===== src/rtl/hazard_scoreboard_pkg.sv =====
// Shared types and constants for the hazard scoreboard.
// Entries carry a fixed-width rd so the struct is independent of REG_ADDR_W.
package hazard_scoreboard_pkg;

  localparam int         MAX_PIPE_DEPTH = 8;
  localparam int         MAX_REG_ADDR_W = 8;
  localparam int         IDX_W          = $clog2(MAX_PIPE_DEPTH);
  localparam logic [3:0] FWD_REGFILE    = 4'd0;

  typedef struct packed {
    logic                      valid;
    logic [MAX_REG_ADDR_W-1:0] rd;
    logic                      is_load;
  } sb_entry_t;

  // Bypass code: 0 is the regfile, k names stage k-1.
  function automatic logic [3:0] fwd_code(input logic [IDX_W-1:0] idx);
    return {1'b0, idx} + 4'd1;
  endfunction

endpackage


===== src/rtl/sb_match.sv =====
// Compares one source register against every in-flight entry and reports
// whether any matches and the index of the youngest (lowest-index) match.
module sb_match
  import hazard_scoreboard_pkg::*;
#(
  parameter int PIPE_DEPTH = 3
) (
  input  sb_entry_t [PIPE_DEPTH-1:0]   entries,
  input  logic [MAX_REG_ADDR_W-1:0]    src_addr,
  input  logic                         src_used,
  output logic                         hit,
  output logic [IDX_W-1:0]             idx
);

  // NOTE: every output gets a default before the loop so no latch is inferred.
  always_comb begin
    hit = 1'b0;
    idx = '0;
    // Walk oldest to youngest so the youngest match is the one left standing.
    for (int k = PIPE_DEPTH - 1; k >= 0; k--) begin
      if (src_used && (src_addr != '0) && entries[k].valid && (entries[k].rd == src_addr)) begin
        hit = 1'b1;
        idx = IDX_W'(k);
      end
    end
  end

endmodule


===== src/rtl/hazard_scoreboard.sv =====
// In-order pipeline hazard scoreboard producing stall and bypass selects.
// Define HAZARD_FWD_EN for forwarding mode (stall only on load-use).
module hazard_scoreboard
  import hazard_scoreboard_pkg::*;
#(
  parameter int REG_ADDR_W = 5,
  parameter int PIPE_DEPTH = 3,
  parameter int CNT_W      = 16
) (
  input  logic                  clk,
  input  logic                  reset,
  input  logic                  issue_valid,
  input  logic [REG_ADDR_W-1:0] issue_rd,
  input  logic                  issue_rf_w_en,
  input  logic                  issue_is_load,
  input  logic [REG_ADDR_W-1:0] rs1_addr,
  input  logic [REG_ADDR_W-1:0] rs2_addr,
  input  logic                  rs1_used,
  input  logic                  rs2_used,
  input  logic                  flush,
  output logic                  stall_o,
  output logic [3:0]            fwd1_sel,
  output logic [3:0]            fwd2_sel,
  output logic [CNT_W-1:0]      stall_cnt
);

  sb_entry_t [PIPE_DEPTH-1:0] pipe;
  logic                       hit1, hit2;
  logic [IDX_W-1:0]           idx1, idx2;
  logic                       issue_accept;

  sb_match #(.PIPE_DEPTH(PIPE_DEPTH)) u_match_rs1 (
    .entries  (pipe),
    .src_addr (MAX_REG_ADDR_W'(rs1_addr)),
    .src_used (rs1_used),
    .hit      (hit1),
    .idx      (idx1)
  );

  sb_match #(.PIPE_DEPTH(PIPE_DEPTH)) u_match_rs2 (
    .entries  (pipe),
    .src_addr (MAX_REG_ADDR_W'(rs2_addr)),
    .src_used (rs2_used),
    .hit      (hit2),
    .idx      (idx2)
  );

  always_comb begin
    stall_o  = 1'b0;
    fwd1_sel = FWD_REGFILE;
    fwd2_sel = FWD_REGFILE;
`ifdef HAZARD_FWD_EN
    // Only a load still in EX cannot be bypassed; everything else forwards.
    if (issue_valid && !flush) begin
      stall_o = (hit1 && (idx1 == '0) && pipe[0].is_load) ||
                (hit2 && (idx2 == '0) && pipe[0].is_load);
    end
    if (!stall_o) begin
      if (hit1) fwd1_sel = fwd_code(idx1);
      if (hit2) fwd2_sel = fwd_code(idx2);
    end
`else
    if (issue_valid && !flush) begin
      stall_o = hit1 || hit2;
    end
`endif
  end

  assign issue_accept = issue_valid && issue_rf_w_en && (issue_rd != '0) && !stall_o && !flush;

  // NOTE: sequential state uses non-blocking assignments so every stage samples pre-edge values.
  always_ff @(posedge clk or posedge reset) begin
    if (reset) begin
      pipe      <= '0;
      stall_cnt <= '0;
    end else begin
      pipe[0] <= issue_accept ? '{valid: 1'b1, rd: MAX_REG_ADDR_W'(issue_rd), is_load: issue_is_load}
                              : '0;
      for (int k = 1; k < PIPE_DEPTH; k++) begin
        pipe[k] <= pipe[k-1];
      end
      if (stall_o && (stall_cnt != '1)) begin
        stall_cnt <= stall_cnt + CNT_W'(1);
      end
    end
  end

  // Bits that retire without being read.
  logic unused_bits;
`ifdef HAZARD_FWD_EN
  assign unused_bits = pipe[PIPE_DEPTH-1].is_load;
`else
  assign unused_bits = ^{pipe[PIPE_DEPTH-1].is_load, idx1, idx2};
`endif

endmodule


===== config.mk =====
export PLATFORM = sky130hd
export DESIGN_NAME = hazard_scoreboard
export DESIGN_NICKNAME = d
export VERILOG_FILES = /design/src/rtl/hazard_scoreboard_pkg.sv /design/src/rtl/sb_match.sv /design/src/rtl/hazard_scoreboard.sv
export SDC_FILE = /design/constraint.sdc
export NUM_CORES = 1
export LEC_CHECK = 0
export ABC_AREA = 1
export CAP_MARGIN = 20
export CORE_MARGIN = 3
export CORE_UTILIZATION = 30
export CTS_BUF_LIST = sky130_fd_sc_hd__clkbuf_8
export DETAILED_ROUTE_END_ITERATION = 8
export PLACE_DENSITY_LB_ADDON = 0.08
export SYNTH_ARGS = -nofsm -noshare
export SYNTH_HDL_FRONTEND = slang
export SYNTH_HIERARCHICAL = 1
export SYNTH_SLANG_ARGS = --single-unit

===== constraint.sdc =====
create_clock -name clk -period 5.1 [get_ports clk]
set_input_delay 0.765 -clock clk [delete_from_list [all_inputs] [get_ports clk]]
set_output_delay 0.765 -clock clk [all_outputs]
set_load 0.005 [all_outputs]

==> impl_metrics.py, run 1 <==
metrics = {
    "status": {
        "status": "finished clean",
    },
    "power_and_ir_drop": {
        "power.clock.fraction_pct": 36.0,
        "combPwrFrac_pct": 15.5,
        "ir_drop_mv": 0.0739,
        "power_uw": 583,
        "p_per_area_nw_per_um2": 174,
        "power.internal_uw": 424,
        "p_leak_uw": 0.00167,
        "p_switching_uw": 159,
        "pwr-share-seq_pct": 48.4,
        "switching_share_pct": 27.3,
    },
    "grt": {
        "antenna_found_initial": 0,
        "first_global_vias": 2249,
        "overflow": 0,
        "grt_pass1_wl_um": 10600,
        "track_usage_pct": 13.4,
        "grt_max_degree": 35,
    },
    "placement": {
        "port_buffers": 38,
        "gp_congestion": 0.827,
        "hpwl_um": 4910,
        "place_area_sq_um": 3260,
        "pre_cts_slack_ns": 1.55,
    },
    "clock_tree": {
        "clock_latency_ns": 0.28,
        "path_clk_slew_ns": 0.07,
        "postCtsSetupRepairBufs": 0,
        "cts_num_sinks": 34,
        "ctsResizeCount": 0,
        "cts.htree.levels": 2,
        "cts_hold_buf": 0,
        "cts_buffer_depth": 2,
        "cts_tree": "built",
        "cts_buffers": 5,
        "cts-root-buf": "clkbuf_8",
    },
    "detailed_routing": {
        "dr.pass1.iters": 5,
        "drc": 0,
        "drtIter0Drc": 87,
        "wirelength_um": 6120,
        "routed_via_density": 3.93,
        "vias": 2473,
        "wl_per_cell_um": 9.73,
        "drtAntennaViolNets": 0,
    },
    "sta": {
        "finalHoldViolCount": 0,
        "rsz0062_at_grt": "no",
        "setup_ws_ns": 1.59,
        "skew_ns": 0.00920,
        "period_share_pct": 68.8,
        "fmax_ghz": 0.285,
        "fin_setup_tns_ns": 0,
        "finalSetupViolations": 0,
        "timing.hold.ws_ns": 0.413,
        "drv_slew": 0,
        "finalCriticalPeriod_ns": 3.51,
    },
    "logic_synthesis": {
        "syn_area_sq_um": 2550,
        "yosysWarnings": 6,
        "synth_cells": 417,
        "avgSynthCellArea_sq_um": 6.12,
    },
    "floorplanning": {
        "io_pins": 48,
        "num_rows": 33,
        "start_util_pct": 30.9,
        "die_h_um": 98.2,
        "core-area_sq_um": 8260,
        "die_x_um": 98.2,
        "fp.dieArea_sq_um": 9650,
    },
    "min_path": {
        "hold_path_class": "reg -> reg",
    },
    "setup_path": {
        "worst_setup_path_start_kind": "input port",
        "arrival_ns": 2.75,
        "endpoint_kind": "output port",
        "crit_fanout": 5,
        "path_class": "in -> out",
        "cp.required_ns": 4.34,
    },
    "finish": {
        "n_antenna_cell": 0,
        "final_cell_area_sq_um": 3350,
        "syn2layout_area_growth_pct": 31.4,
        "final_nets": 547,
        "layout-drive-gt1-share_pct": 7.44,
    },
    "flow_run": {
        "maxCapViolCount": 0,
    },
}
-- power by group through the flow --
stage	registers (uW)	clock network [uW]	logic (uW)
after CTS	283	219	90.0
after detailed placement	288	0	89.6
after floorplan	285	0	61.1
after global placement	288	0	89.3
final	282	210	90.6
after global routing	284	232	108
-- critical path, cell delays in order --
cell and delay [ns]:
clkdlybuf4s50_1 0.53, nor2_1 0.14, nand2_1 0.07, o21ai_2 0.19, nor2_1 0.07, nand2_2 0.05, nand3_1 0.14, o21ai_2 0.27
inv_1 0.07, clkdlybuf4s50_1 0.45
-- metal layers --
metal | global-route usage [%] | wire [um] | vias to the layer above
li1 | - | - | 1382
met1 | 20.0 | 3220 | 1043
met2 | 20.1 | 2530 | 46
met3 | 2.79 | 338 | 2
met4 | 2.84 | 29 | 0
met5 | 0 | 0 | -
-- cell usage in the layout, fill, tap and decap left out, types with 6 or more instances in the layout --
cell               n
nand3_1           18
conb_1            70
inv_2             13
xnor2_1            9
dfrtp_1           34
nand2_1          161
clkbuf_8           6
clkdlybuf4s50_1   38
nor2_1            58
inv_1             59
nand4_1            7
o21ai_0           11
-- flip-flops by register name, indices dropped and copies added, names as in the netlist --
signal / cells
stall_cnt: 16
pipe: 18
-- area by class of cell --
class,instances,area (sq um)
Inverter,73,275
Multi-Input combinational cell,370,1610
Clock buffer,6,82.6
Fill cell,934,4900
Sequential cell,34,851
Tap cell,105,131
Clock inverter,2,12.5
Timing Repair Buffer,39,388
-- path summary, 6_finish.rpt --
path                             start             to  slack, ns  cells after the start
setup / recovery           rs2_addr[4]        stall_o       1.59                     10
hold / removal                pipe[19]       pipe[29]       0.41                      0
setup reg to reg               pipe[4]  stall_cnt[15]       2.95                     13
hold reg to reg               pipe[19]       pipe[29]       0.41                      0
max in group asynchronous        reset       pipe[11]       3.90                      3
min in group asynchronous        reset   stall_cnt[1]       0.88                      3
-- stage by stage --
stage               utilization, %  cells
floorplan                        -    486
global placement              39.5    621
detailed placement            39.5    621
CTS                           40.6    629
global route                  40.6    629
finish                        40.6    629
No activity file was read; power rests on OpenSTA's default activity.
==> run 2, diff against run 1 <==
clock period = 3.2 ns   (was 5.1 ns; I/O delays follow)
==> impl_metrics.py, run 2 (synthesis gave the netlist of run 1 again) <==
metrics = {
    "status": {
        "status": "finished clean",
    },
    "detailed_routing": {
        "wl_per_cell_um": 9.77,
        "drtIter0Drc": 159,
        "drtAntennaViolNets": 0,
        "dr.pass1.iters": 4,
        "routed_via_density": 3.99,
        "vias": 2511,
        "wirelength_um": 6160,
        "drc": 0,
    },
    "clock_tree": {
        "postCtsSetupRepairBufs": 0,
        "clock_latency_ns": 0.28,
        "cts_buffers": 5,
        "cts.htree.levels": 2,
        "cts-root-buf": "clkbuf_8",
        "cts_hold_buf": 0,
        "cts_num_sinks": 34,
        "path_clk_slew_ns": 0.07,
        "cts_buffer_depth": 2,
        "cts_tree": "built",
        "ctsResizeCount": 0,
    },
    "sta": {
        "setup_ws_ns": 0.254,
        "period_share_pct": 92.1,
        "drv_slew": 0,
        "fin_setup_tns_ns": 0,
        "rsz0062_at_grt": "no",
        "finalHoldViolCount": 0,
        "fmax_ghz": 0.339,
        "finalSetupViolations": 0,
        "finalCriticalPeriod_ns": 2.95,
        "skew_ns": 0.00866,
    },
    "finish": {
        "final_common_cell": "nand2_1",
        "n_antenna_cell": 0,
        "largest_reg_flops": 18,
        "syn2layout_area_growth_pct": 31.7,
        "regMostFlops": "pipe",
        "layout-drive-gt1-share_pct": 7.62,
        "top_regs": "pipe x18, stall_cnt x16",
        "final_cell_mix": "161 x nand2_1, 70 x conb_1, 59 x inv_1, 58 x nor2_1, 38 x clkdlybuf4s50_1",
        "final_nets": 548,
    },
    "grt": {
        "track_usage_pct": 13.3,
        "antenna_found_initial": 0,
        "overflow": 0,
        "first_global_vias": 2218,
        "grt_max_degree": 35,
        "grt_pass1_wl_um": 10500,
    },
    "floorplanning": {
        "start_util_pct": 30.9,
        "die_x_um": 98.2,
        "num_rows": 33,
        "io_pins": 48,
        "die_h_um": 98.2,
        "core-area_sq_um": 8260,
        "fp.dieArea_sq_um": 9650,
    },
    "placement": {
        "pre_cts_slack_ns": 0.225,
        "port_buffers": 38,
        "hpwl_um": 5000,
        "gp_congestion": 0.850,
    },
    "setup_path": {
        "arrival_ns": 2.47,
        "cp.required_ns": 2.72,
        "worst_path_max_delay_cell": "clkdlybuf4s50_1",
        "critPathMostFrequentCell": "nand2_1",
        "path_class": "in -> out",
        "reg2reg_depth": 13,
        "slowest_delay_ns": 0.53,
        "worst_setup_path_start_kind": "input port",
        "cp.depth": 12,
        "endpoint_kind": "output port",
        "worst_path_dominant_cell_family": "buffers and inverters",
        "crit_chain": "clkdlybuf4s50_1, inv_1, nand2_1, nand2_1, nor2_1, nand2_1, nor2_1, nand2_2, nand3_1, o21ai_2, inv_1, clkdlybuf4s50_1",
        "crit_buf_inv": 4,
        "crit_fanout": 4,
    },
    "power_and_ir_drop": {
        "ir_drop_mv": 0.128,
        "p_leak_uw": 0.00167,
        "p_per_area_nw_per_um2": 278,
    },
    "flow_run": {
        "maxCapViolCount": 0,
    },
    "min_path": {
        "hold_path_class": "reg -> reg",
        "hold_path_depth": 0,
    },
}
[run 2: final cells by class]
cell class	instances	area, sq um
Clock inverter	2	12.5
Multi-Input combinational cell	370	1610
Fill cell	928	4900
Inverter	73	275
Tap cell	105	131
Timing Repair Buffer	40	395
Sequential cell	34	851
Clock buffer	6	82.6
[run 2: worst paths after layout]
| path | to | start | slack (ns) |
|---|---|---|---|
| max | stall_o | rs2_addr[3] | 0.25 |
| min | pipe[21] | pipe[11] | 0.40 |
| max reg2reg | stall_cnt[5] | pipe[14] | 1.15 |
| min reg2reg | pipe[21] | pipe[11] | 0.40 |
| max in group asynchronous | pipe[23] | reset | 2.28 |
| min in group asynchronous | stall_cnt[1] | reset | 0.59 |
[run 2: stage by stage]
step           cell area [sq um]  hold WS [ns]  util [%]  total power, uW  cells
2_1_floorplan               2810         0.362         -              552    486
3_3_place_gp                3270         0.390      39.6              601    622
3_5_place_dp                3270         0.384      39.6              601    622
4_1_cts                     3360         0.402      40.7              943    630
5_1_grt                     3360         0.433      40.7              992    630
6_report                    3360         0.403      40.7              934    630
[run 2: worst register-to-register path, cell delays in order (launching register included)]
cell and delay [ns]:
dfrtp_1 0.45, inv_1 0.06, nand2_1 0.06, nand2_1 0.05, nor2_1 0.11, nand2_1 0.06, nor2_1 0.16, nand2_2 0.07
nand3_1 0.13, o21ai_2 0.13, nor2_4 0.29, clkinv_2 0.23, nand2_1 0.10, nand2_1 0.06
[run 2: power breakdown]
part | internal (uW) | leakage, uW | switching, uW | total [uW]
Combinational | 64.0 | 0.00118 | 81.0 | 145
Sequential | 438 | 0.000444 | 11.6 | 450
Clock | 173 | 0.0000472 | 166 | 339
[run 2: per-layer routing]
metal  routed length [um]  vias to the layer above  GRT usage (%)
met2                 2580                       48           19.2
met3                  245                        2           2.50
met4                   29                        0           2.94
li1                     -                     1392              -
met5                    0                        -              0
met1                 3300                     1069           20.5
